--- config.mk ---
export PLATFORM = sky130hd
export DESIGN_NAME = uart_param
export DESIGN_NICKNAME = d
export VERILOG_FILES = /design/src/rtl/uart_param.sv
export SDC_FILE = /design/constraint.sdc
export NUM_CORES = 1
export LEC_CHECK = 0
export CAP_MARGIN = 30
export CORE_MARGIN = 1
export CORE_UTILIZATION = 63
export DETAILED_ROUTE_END_ITERATION = 6
export DONT_BUFFER_PORTS = 1
export PLACE_DENSITY = 0.89
export SLEW_MARGIN = 40
export SYNTH_ARGS = -nofsm -noshare
export SYNTH_HDL_FRONTEND = slang
export SYNTH_SLANG_ARGS = --single-unit
--- constraint.sdc ---
create_clock -name clk_50mhz -period 2.5 [get_ports clk_50mhz]
set_input_delay 0.625 -clock clk_50mhz [delete_from_list [all_inputs] [get_ports clk_50mhz]]
set_output_delay 0.625 -clock clk_50mhz [all_outputs]
set_load 0.02 [all_outputs]
--- src/rtl/uart_param.sv ---
`default_nettype none
// +----------------------------------------------------------------------------+
// | uart_param : parametrised UART (tick generator, TX and RX in one module)   |
// | Rev 1.0                                                                    |
// +----------------------------------------------------------------------------+
module uart_param #(
  parameter int CLK_FREQ  = 50000000,
  parameter int BAUD      = 115200,
  parameter int DATA_BITS = 8,
  parameter int PARITY    = 0,
  parameter int STOP_BITS = 1
) (
  input  logic                 clk_50mhz,
  input  logic                 rst,
  input  logic [DATA_BITS-1:0] data_in,
  input  logic                 write_enable,
  output logic                 tx,
  output logic                 tx_busy,
  input  logic                 rx,
  output logic [DATA_BITS-1:0] data_out,
  output logic                 ready,
  input  logic                 ready_clr,
  output logic                 parity_err,
  output logic                 frame_err,
  output logic                 overrun
);

  localparam int   c_os_div   = CLK_FREQ / (16 * BAUD);
  localparam int   c_os_w     = (c_os_div > 1) ? $clog2(c_os_div) : 1;
  localparam logic c_has_par  = (PARITY != 0);
  localparam logic c_odd      = (PARITY == 2);

  typedef enum logic [2:0] {
    ST_IDLE   = 3'd0,
    ST_START  = 3'd1,
    ST_DATA   = 3'd2,
    ST_PARITY = 3'd3,
    ST_STOP   = 3'd4
  } state_t;

  // ---------------------------------------------------------------- tick gen
  logic [c_os_w-1:0] r_os_cnt;
  logic              w_os_tick;

  assign w_os_tick = (r_os_cnt == c_os_w'(c_os_div - 1));

  always_ff @(posedge clk_50mhz or posedge rst) begin
    if (rst)            r_os_cnt <= '0;
    else if (w_os_tick) r_os_cnt <= '0;
    else                r_os_cnt <= r_os_cnt + 1'b1;
  end

  // ---------------------------------------------------------------- transmitter
  state_t               r_tx_state;
  logic [DATA_BITS-1:0] r_tx_shift;
  logic                 r_tx_par;
  logic                 r_tx_armed;
  logic [3:0]           r_tx_tick_cnt;
  logic [3:0]           r_tx_bit_cnt;
  logic                 r_tx_stop_cnt;

  // r_tx_armed stays low between the latch and the first tick so the start
  // bit is aligned to the tick grid and lasts a full 16 ticks.
  always_ff @(posedge clk_50mhz or posedge rst) begin
    if (rst) begin
      r_tx_state    <= ST_IDLE;
      tx            <= 1'b1;
      tx_busy       <= 1'b0;
      r_tx_shift    <= '0;
      r_tx_par      <= 1'b0;
      r_tx_armed    <= 1'b0;
      r_tx_tick_cnt <= '0;
      r_tx_bit_cnt  <= '0;
      r_tx_stop_cnt <= 1'b0;
    end else if (r_tx_state == ST_IDLE) begin
      tx <= 1'b1;
      if (write_enable) begin
        r_tx_shift <= data_in;
        r_tx_par   <= (^data_in) ^ c_odd;
        tx_busy    <= 1'b1;
        r_tx_armed <= 1'b0;
        r_tx_state <= ST_START;
      end
    end else if (w_os_tick) begin
      if (!r_tx_armed) begin
        r_tx_armed    <= 1'b1;
        r_tx_tick_cnt <= '0;
        tx            <= 1'b0;
      end else if (r_tx_tick_cnt != 4'd15) begin
        r_tx_tick_cnt <= r_tx_tick_cnt + 4'd1;
      end else begin
        r_tx_tick_cnt <= '0;
        case (r_tx_state)
          ST_START: begin
            tx           <= r_tx_shift[0];
            r_tx_shift   <= r_tx_shift >> 1;
            r_tx_bit_cnt <= '0;
            r_tx_state   <= ST_DATA;
          end
          ST_DATA: begin
            if (r_tx_bit_cnt == 4'(DATA_BITS - 1)) begin
              if (c_has_par) begin
                tx         <= r_tx_par;
                r_tx_state <= ST_PARITY;
              end else begin
                tx            <= 1'b1;
                r_tx_stop_cnt <= 1'b0;
                r_tx_state    <= ST_STOP;
              end
            end else begin
              tx           <= r_tx_shift[0];
              r_tx_shift   <= r_tx_shift >> 1;
              r_tx_bit_cnt <= r_tx_bit_cnt + 4'd1;
            end
          end
          ST_PARITY: begin
            tx            <= 1'b1;
            r_tx_stop_cnt <= 1'b0;
            r_tx_state    <= ST_STOP;
          end
          ST_STOP: begin
            if (r_tx_stop_cnt == 1'(STOP_BITS - 1)) begin
              tx_busy    <= 1'b0;
              r_tx_armed <= 1'b0;
              r_tx_state <= ST_IDLE;
            end else begin
              r_tx_stop_cnt <= 1'b1;
            end
          end
          default: r_tx_state <= ST_IDLE;
        endcase
      end
    end
  end

  // ---------------------------------------------------------------- receiver
  logic                 r_rx_meta;
  logic                 r_rx_s;
  state_t               r_rx_state;
  logic [3:0]           r_rx_cnt;
  logic [3:0]           r_rx_bit_cnt;
  logic [DATA_BITS-1:0] r_rx_shift;
  logic                 r_rx_perr;
  logic                 w_rx_done;

  assign w_rx_done = (r_rx_state == ST_STOP) && w_os_tick && (r_rx_cnt == 4'd15);

  always_ff @(posedge clk_50mhz or posedge rst) begin
    if (rst) begin
      r_rx_meta <= 1'b1;
      r_rx_s    <= 1'b1;
    end else begin
      r_rx_meta <= rx;
      r_rx_s    <= r_rx_meta;
    end
  end

  always_ff @(posedge clk_50mhz or posedge rst) begin
    if (rst) begin
      r_rx_state   <= ST_IDLE;
      r_rx_cnt     <= '0;
      r_rx_bit_cnt <= '0;
      r_rx_shift   <= '0;
      r_rx_perr    <= 1'b0;
      data_out     <= '0;
      ready        <= 1'b0;
      parity_err   <= 1'b0;
      frame_err    <= 1'b0;
      overrun      <= 1'b0;
    end else begin
      if (ready_clr) begin
        ready   <= 1'b0;
        overrun <= 1'b0;
      end
      if (w_os_tick) begin
        case (r_rx_state)
          ST_IDLE: begin
            if (!r_rx_s) begin
              r_rx_cnt   <= '0;
              r_rx_state <= ST_START;
            end
          end
          ST_START: begin
            if (r_rx_cnt == 4'd7) begin
              r_rx_cnt     <= '0;
              r_rx_bit_cnt <= '0;
              r_rx_state   <= r_rx_s ? ST_IDLE : ST_DATA;
            end else begin
              r_rx_cnt <= r_rx_cnt + 4'd1;
            end
          end
          ST_DATA: begin
            if (r_rx_cnt == 4'd15) begin
              r_rx_cnt   <= '0;
              r_rx_shift <= {r_rx_s, r_rx_shift[DATA_BITS-1:1]};
              if (r_rx_bit_cnt == 4'(DATA_BITS - 1))
                r_rx_state <= c_has_par ? ST_PARITY : ST_STOP;
              else
                r_rx_bit_cnt <= r_rx_bit_cnt + 4'd1;
            end else begin
              r_rx_cnt <= r_rx_cnt + 4'd1;
            end
          end
          ST_PARITY: begin
            if (r_rx_cnt == 4'd15) begin
              r_rx_cnt   <= '0;
              r_rx_perr  <= (^r_rx_shift) ^ r_rx_s ^ c_odd;
              r_rx_state <= ST_STOP;
            end else begin
              r_rx_cnt <= r_rx_cnt + 4'd1;
            end
          end
          ST_STOP: begin
            // Leaving at mid-stop-bit lets a back-to-back start edge be caught.
            if (r_rx_cnt == 4'd15) begin
              r_rx_cnt   <= '0;
              r_rx_state <= ST_IDLE;
              data_out   <= r_rx_shift;
              parity_err <= c_has_par && r_rx_perr;
              frame_err  <= !r_rx_s;
              ready      <= 1'b1;
              if (ready && !ready_clr) overrun <= 1'b1;
            end else begin
              r_rx_cnt <= r_rx_cnt + 4'd1;
            end
          end
          default: r_rx_state <= ST_IDLE;
        endcase
      end
    end
  end

endmodule
`default_nettype wire
=== After elaboration in Yosys (flattened, before gate mapping) ===
Cells that the tools add are included.

* Add/sub/neg operators: 5
* Equal/unequal tests: 31
* Mux-type cells: 67
* Bitwise gates (word level): 2
* Reduce and logical (&&, ||, !) cells: 27

{| class="wikitable"
|+ Operators with widths
! cell !! number
|-
| 8-bit 2-to-1 mux || 6
|-
| 3-bit 2-to-1 mux || 13
|-
| 4-bit 2-to-1 mux || 9
|-
| 6-bit AND reduction || 5
|-
| 1-bit 2-to-1 mux || 29
|-
| 2-bit != test, second input constant || 10
|-
| 4-bit by 1-bit adder with 4-bit output, second input constant || 4
|-
| 4-bit one-hot mux with 2 select lines || 2
|-
| 8-bit one-hot mux with 2 select lines || 1
|-
| 3-bit one-hot mux with 5 select lines || 1
|-
| 3-bit by 2-bit == test with 1-bit output, second input constant || 4
|-
| 4-bit by 3-bit == test with 1-bit output, second input constant || 3
|-
| 3-bit != test, second input constant || 4
|-
| 3-bit one-hot mux with 4 select lines || 1
|-
| 4-bit one-hot mux with 3 select lines || 1
|-
| 3-bit AND reduction || 4
|-
| 2-bit nonzero test || 5
|-
| 3-bit nonzero test || 3
|-
| 7-bit AND reduction || 1
|-
| 3-bit by 1-bit == test with 1-bit output, second input constant || 2
|-
| 3-bit == test, second input constant || 2
|-
| 3-bit logical NOT || 2
|-
| 1-bit one-hot mux with 3 select lines || 2
|-
| 5-bit by 1-bit adder with 5-bit output, second input constant || 1
|-
| 13 further kinds || 17
|}

* Bits in registers: 60
* Bits of input ports: 13
* Output and inout port bits: 14
* Logic and storage cells: 151

=== Depth between registers and ports, before layout ===
Gate-level depths: netlist of run 1.

* Depth in word-level cells: 7
* Depth in mapped cells: 8
* Depth with buffers taken out: 6

=== Worst setup path after synthesis of run 1 ===
OpenSTA, ideal clock, no wires.

* Path type: register to register
* Start point: reg r_os_cnt[0]
* End point: reg r_tx_shift[0]
* Setup time: 0.125 ns
* Data arrival time: 1.743 ns
* Required time: 2.375 ns
* Path slack: 0.632 ns
* Cell stages (with the launch flop): 7
* Path buffers: 0
* Clock period less this slack: 1.868 ns
* Cells stage by stage: dfrtp_1 inv_1 ha_1 and4b_2 a31oi_4 nor3b_4 mux2_2

* Cells in the longest elaborated chain, start to end: 3

{| class="wikitable"
|+ RTL lines
! what !! RTL line !! text
|-
| start: declaration || 42 || <nowiki>logic [c_os_w-1:0] r_os_cnt;</nowiki>
|-
| start signal: assignment || 50 || <nowiki>else r_os_cnt <= r_os_cnt + 1'b1;</nowiki>
|-
| 5-bit == test || 45 || <nowiki>assign w_os_tick = (r_os_cnt == c_os_w'(c_os_div - 1));</nowiki>
|-
| 2-bit nonzero test (no line) || -- ||
|-
| 6-bit AND reduction (no line) || -- ||
|-
| end signal: assignment || 78 || <nowiki>r_tx_shift <= data_in;</nowiki>
|-
| end signal: assignment || 96 || <nowiki>r_tx_shift <= r_tx_shift >> 1;</nowiki>
|-
| end signal: assignment || 112 || <nowiki>r_tx_shift <= r_tx_shift >> 1;</nowiki>
|-
| end: declaration || 55 || <nowiki>logic [DATA_BITS-1:0] r_tx_shift;</nowiki>
|}

No other way between the ends.
A chain may end at the register's enable or synchronous reset.

=== Worst setup path after layout of run 1 ===
* Start point: reg r_os_cnt[0]
* End point: reg r_tx_shift[3]

Same word-level chain as after synthesis.

==> metrics, run 1 <==
Slew HR=60.64%; global-route wire length before repair=around 10000 um; Setup Skew=~0.0058 ns; Crit Path Max Fanout=8; layout cells sized above 1=17.65%; GRT Total Usage=between 20 and 30%; synth top area cells=dfrtp_1 47%, mux2_2 7.5%, nand2_1 7.5%, o21ai_0 2.8%, dfstp_2 2.6%; post-CTS sizing=0; DR WL/cell=16.59 um; Synth area leader=dfrtp_1; Layout Cells excl Fill=about 360; Die X=approximately 71 um; CTS H-tree lvls=3; DR vias=2229; slew of the pin with the lowest slew margin=just under 0.6 ns; WL final=approximately 5900 um; Power Density=a little over 700 nW/um2; Final Max Slew Viols=0; status=complete, but fails checks; DRC Markers=4; initial cell density of the core=approximately two thirds; Achievable Freq=about 460 MHz; # IOs=27; Peak VDD IR=~0.00045 V; DR iter-0 viols=approximately 120; core area=4474 um2; Synth async-reset ratio=100.0%; Die Span Y=between 70 and 80 um; top-count cell post-synth=nand2_1; total power=2289 uW; drt pass-1 iters=6; Post-synth top cells=60 x nand2_1, 56 x dfrtp_1, 20 x mux2_2, 17 x o21ai_0, 15 x nor2_1; WP data arrival=between 2 and 2.5 ns; Tmin final=~2.2 ns; Placed Instances=~340; Synth warnings=0; Critical Path Start Type=flip-flop; antenna violations before repair=0; TritonCTS clock tree=done; dpl hpwl=between 3000 and 4000 um; synthesis-stage register bit count=a little under 60; Layout Nets=320; vias in the first global route=between 2k and 2.5k; # Max-Cap Violations=0; worst min path class=input port to asynchronous set/reset pin; clk_lat worst skew=~0.35 ns; diode count=0; endpoints failing setup=0; Yosys top cell area share=around 47%; Hold Fails Final Rpt=0; mapped cell area=around 3000 um2; Crit path required time=between 2 and 3 ns; Post-DRT Antenna Nets=0; critical path class=flip-flop to flip-flop; Vias/cell=between 6 and 7; failing checks=DRC; Post-synth EDFFs=0; Worst setup EP type=flip-flop; Synth cell types=52; Setup Buffers After CTS=0; Pleak=roughly 0.0015 uW; synthesis-to-finish area growth=7.313%; Mapped Avg Cell Area=roughly 10 um2; setup_tns=0 ns; top_reg_cell synth=dfrtp_1; Clock Pin Slew Worst Setup and Hold Paths=approximately 0.07 ns; post-synth net total=about 320; hold buffers post-CTS=0; CTS Buf Count=9; die area=approximately 5000 um2; Clock Sink Count=59; Synth Instances=299; GPL Wtd Cong=~0.83; num rows=24; largest net degree at the start of global routing=31; RSZ-0062 raised after global routing=false; Congestion Overflow GR=0; period utilization=just under 90%; Max Buffers Root-to-Sink=2; IO Port Bufs=0; Seq/Total Area, Yosys=49.44%; CTS Root Cell=clkbuf_8
layer usage:
layer / global-route usage [%] / up-vias / share of wire [%]
met4: 16.22 / 0 / 2.8
met3: 6.268 / 16 / 4.7
met2: 42.95 / 63 / 49
met5: 0 / - / 0
li1: - / 1068 / -
met1: 33.85 / 1082 / 43
critical path: stages (launching register included):
cell and delay, ns:
dfrtp_1 0.43, inv_1 0.09, ha_1 0.19, and4b_2 0.35, a31oi_4 0.15, nor3b_4 0.46
mux2_2 0.40
flip-flops by register name (all words and copies together) (netlist names):
register / cells
data_out: 8
r_tx_state: 3
r_rx_cnt: 4
r_tx_shift: 8
r_tx_armed: 1
tx_busy: 1
r_rx_meta: 1
frame_err: 1
r_rx_bit_cnt: 4
tx: 1
r_os_cnt: 5
ready: 1
r_rx_state: 3
r_rx_s: 1
overrun: 1
r_tx_bit_cnt: 4
r_tx_tick_cnt: 4
r_rx_shift: 8
cell usage in the layout, fill, tap and decap left out, types with 4 or more instances in the layout:
cell / synthesis / final
o21ai_0: 17 / 17
nand3_1: 12 / 12
buf_4: 3 / 5
ha_1: 6 / 6
nor2_1: 15 / 15
dfrtp_1: 56 / 56
nand2_1: 60 / 60
nor2b_1: 4 / 4
a21oi_1: 8 / 8
inv_1: 10 / 9
o31ai_1: 8 / 8
or4_1: 4 / 4
nor3_1: 8 / 8
a21o_1: 4 / 4
clkbuf_8: 0 / 9
mux2_2: 20 / 20
layout make-up:
| type | count | area, um2 |
|---|---|---|
| Clock buffer | 9 | 123.9 |
| Clock inverter | 7 | 77.57 |
| Fill cell | 294 | 1261 |
| Inverter | 10 | 37.54 |
| Multi-Input combinational cell | 216 | 1391 |
| Sequential cell | 59 | 1480 |
| Tap cell | 52 | 65.06 |
| Timing Repair Buffer | 5 | 37.54 |
through the flow:
stage | utilization, % | hold slack, ns | setup WS [ns] | area, um2
after floorplan | - | 0.3452 | 0.4236 | 2994
after global placement | 67.31 | 0.3476 | 0.4950 | 3012
after detailed placement | 67.31 | 0.3501 | 0.3713 | 3012
after CTS | 71.81 | 0.2246 | 0.3471 | 3213
after global routing | 71.81 | 0.2541 | 0.1832 | 3213
final | 71.81 | 0.2190 | 0.3328 | 3213
power by group:
group          internal (uW)  leakage (uW)  switching [uW]
clock                    466     0.0000998             417
sequential              1040      0.000772             101
combinational            122      0.000595             144
cells by family (layout without fill, tap and decap cells):
kind of cell	count (synthesis)	after routing	synth area share, %
muxes	22	22	8.358
xor gates and xnor gates	3	3	0.8777
buffers and inverters	24	31	4.095
other	1	1	0.1252
AOI/OAI and AO/OA	53	53	12.08
and+or+nand+nor	131	131	22.52
adders and majority gates	6	6	2.507
DFF	59	59	49.44
worst paths after layout:
kind / startpoint / end / slack (ns) / cells after the start
worst min register to register: r_rx_meta / r_rx_s / 0.36 / 0
worst max-delay path: r_os_cnt[0] / r_tx_shift[3] / 0.33 / 6
min in group clk_50mhz: rx / r_rx_meta / 0.27 / 0
worst min-delay path: rst / ready / 0.22 / 1
max in group asynchronous: rst / tx / 1.58 / 2
worst max register to register: r_os_cnt[0] / r_tx_shift[3] / 0.33 / 6
(Power assumes the default switching activity.)
==> inputs of run 2 (changes only) <==
ABC_CLOCK_PERIOD_IN_PS = 2500   (was default)
==> results of run 2 <==
The final DEF is identical to that of run 1; final timing and power are the same.
==> inputs of run 3 (changes only) <==
CORE_UTILIZATION = 65   (was 63)
CTS_BUF_LIST = sky130_fd_sc_hd__clkbuf_2   (was default)
PLACE_DENSITY = 0.91   (was 0.89)
==> metrics, run 3 (synthesized netlist as in run 1, its figures left out) <==
status=complete, no violations; CTS Buf Count=9 (unchanged); Critical Path Start Type=flip-flop; TritonCTS clock tree=done; met3 usage=9.091% (+2.8 points); initial cell density of the core=68.29% (+1.4 points); DR WL/cell=15.10 um (-9.0%); RSZ-0062 raised after global routing=false; Worst setup EP type=flip-flop; most common cell after layout, fill and taps aside=nand2_1; hold_sp=rx; Crit Path Max Fanout=13 (+5); Core Util, Final=71.18% (-0.64 points); Hold Fails Final Rpt=0 (unchanged); Power Density=637.6 nW/um2 (-11%); Die X=69.87 um (-1.5%); DR vias=2205 (-1.1%); Post-DRT Antenna Nets=0 (unchanged); layout cells sized above 1=16.39% (-1.3 points); antenna violations before repair=0 (unchanged); sequential power share=57.3% (+7.5 points); drt pass-1 iters=4 (-2); IO Port Bufs=0 (unchanged); Setup Skew=0.02907 ns (+0.02331 ns); endpoints failing setup=0 (unchanged); clk_lat worst skew=0.50 ns (+0.15 ns); DR iter-0 viols=136 (+9.7%); die area=4882 um2 (-3.0%); Achievable Freq=457.1 MHz (-0.93%); Clock Pin Slew Worst Setup and Hold Paths=0.17 ns (+0.10 ns); Clk network pwr share=29.5% (-9.1 points); global-route wire length before repair=9301 um (-8.6%); biggest regs=data_out x8, r_rx_shift x8, r_tx_shift x8; Max Buffers Root-to-Sink=2 (unchanged); Reg-to-Reg End=r_rx_bit_cnt[0]; post-CTS sizing=0 (unchanged); WP data arrival=2.58 ns (+0.18 ns); # Max-Cap Violations=0 (unchanged); Max stage delay on crit path=0.47 ns (about the same); Pleak=0.001421 uW (-3.1%); Tmin final=2.187 ns (+0.02030 ns); R2R depth=6 (unchanged); Combinational Power Share=13.2% (+1.6 points); largest net degree at the start of global routing=24 (-23%); core area=4384 um2 (-2.0%); num rows=24 (unchanged); Die Span Y=69.87 um (-1.5%); Slew HR=66.83% (+6.2 points); GRT Max-Usage Layer=met2; slowest CP cell=or4_1; switching power=604.0 uW (-8.8%); WL final=5392 um (-9.2%); GPL Wtd Cong=0.8101 (-2.7%); # IOs=27 (unchanged); synthesis-to-finish area growth=4.221%; Congestion Overflow GR=0 (unchanged); GRT Total Usage=24.74% (-2.2 points); slew of the pin with the lowest slew margin=0.4960 ns (-0.09347 ns); Setup Buffers After CTS=0 (unchanged); setup_tns=0 ns (unchanged); P_int=1386 uW (-15%); Peak VDD IR=0.0004168 V (-7.4%); WHS Endpoint=r_rx_meta; DRC Markers=0 (-4); worst min path class=input port to flip-flop; Clock Sink Count=59 (unchanged); diode count=0 (unchanged); period utilization=87.50% (+0.81 points); Sw Ratio=30.36% (+1.4 points); critical path class=flip-flop to flip-flop; Layout Nets=319 (-0.31%); GR Util met1=30.43% (-3.4 points); flop2flop setup slack=0.31 ns (-0.02 ns); Final Max Slew Viols=0 (unchanged); Crit path required time=2.89 ns (+0.16 ns); hold path cells=0; met2 Use GR=38.89% (-4.1 points); dpl hpwl=3792 um (-4.3%); cell chain of the critical path=inv_1, ha_1, and4b_2, nand3_1, or4_1, mux2_2; R2R Path Start=r_os_cnt[0]; Vias/cell=6.176 (-0.80%); CTS H-tree lvls=3 (unchanged); vias in the first global route=2163 (-2.2%); CTS Root Cell=clkbuf_2; most frequent cells in the layout=60 x nand2_1, 56 x dfrtp_1, 20 x mux2_2
==> run 3: cell types whose count changed in the layout (fill, tap and decap cells not counted) <==
cell	before	now
clkinv_4	3	1
clkbuf_2	0	9
clkinvlp_4	1	3
inv_6	1	0
clkinv_2	1	0
dlygate4sd3_1	0	1
buf_4	5	3
clkbuf_8	9	0
clkinv_1	0	2
==> run 3: worst max-delay path by stage <==
stage	from	end	slack, ns
detailed placement	r_os_cnt[0]	r_tx_shift[4]	0.33
floorplan	rst	data_out[0]	0.42
global route	r_os_cnt[0]	r_rx_bit_cnt[0]	0.17
CTS	r_os_cnt[0]	r_tx_shift[4]	0.30
global placement	r_os_cnt[0]	r_tx_shift[2]	0.41
finish	r_os_cnt[0]	r_rx_bit_cnt[0]	0.31
==> run 3: area by class of cell <==
class | instances | area [um2]
repair buffers | 4 | 32.53
well taps | 52 | 65.06
clock inverters | 7 | 68.82
multi-input cells | 216 | 1391
flip-flops and latches | 59 | 1480
clock buffers | 9 | 45.04
inverters | 10 | 37.54
fillers | 315 | 1264
==> run 3: what timing repair did <==
action,in CTS,in global routing
hold endpoints to repair,21,0
setup endpoints to repair,0,0
hold buffers,1,0
==> run 3: per-layer routing <==
metal	wire, um	vias to the layer above
li1	-	1062
met4	84	0
met5	0	-
met3	310	9
met2	2634	68
met1	2363	1066
==> run 3: worst max-delay path: cells and delay by family, from the launching register on <==
family	cells	cell delay, ns
AND/OR/NAND/NOR	3	1.13
buffers and inverters	1	0.07
flip-flops	1	0.44
multiplexers	1	0.27
adder cells (fa/ha/maj)	1	0.17
==> run 3: stage by stage <==
stage                     total power [uW]  instance area, um2  hold slack [ns]  std cells  worst slack, ns
final                                 1990                3120           0.1043        357           0.3125
after global routing                  2101                3120          0.02914        357           0.1719
after CTS                             2011                3120          0.04904        357           0.3020
after detailed placement              1419                2997           0.3485        340           0.3296
after global placement                1399                2997           0.3471        340           0.4077
after floorplan                       1375                2994           0.3452        299           0.4236
==> run 3: power groups by stage <==
stage	clock, uW	combinational (uW)	sequential (uW)
global route	645	304	1150
detailed placement	0	262	1160
finish	587	262	1140
floorplan	0	279	1100
global placement	0	248	1150
CTS	608	264	1140
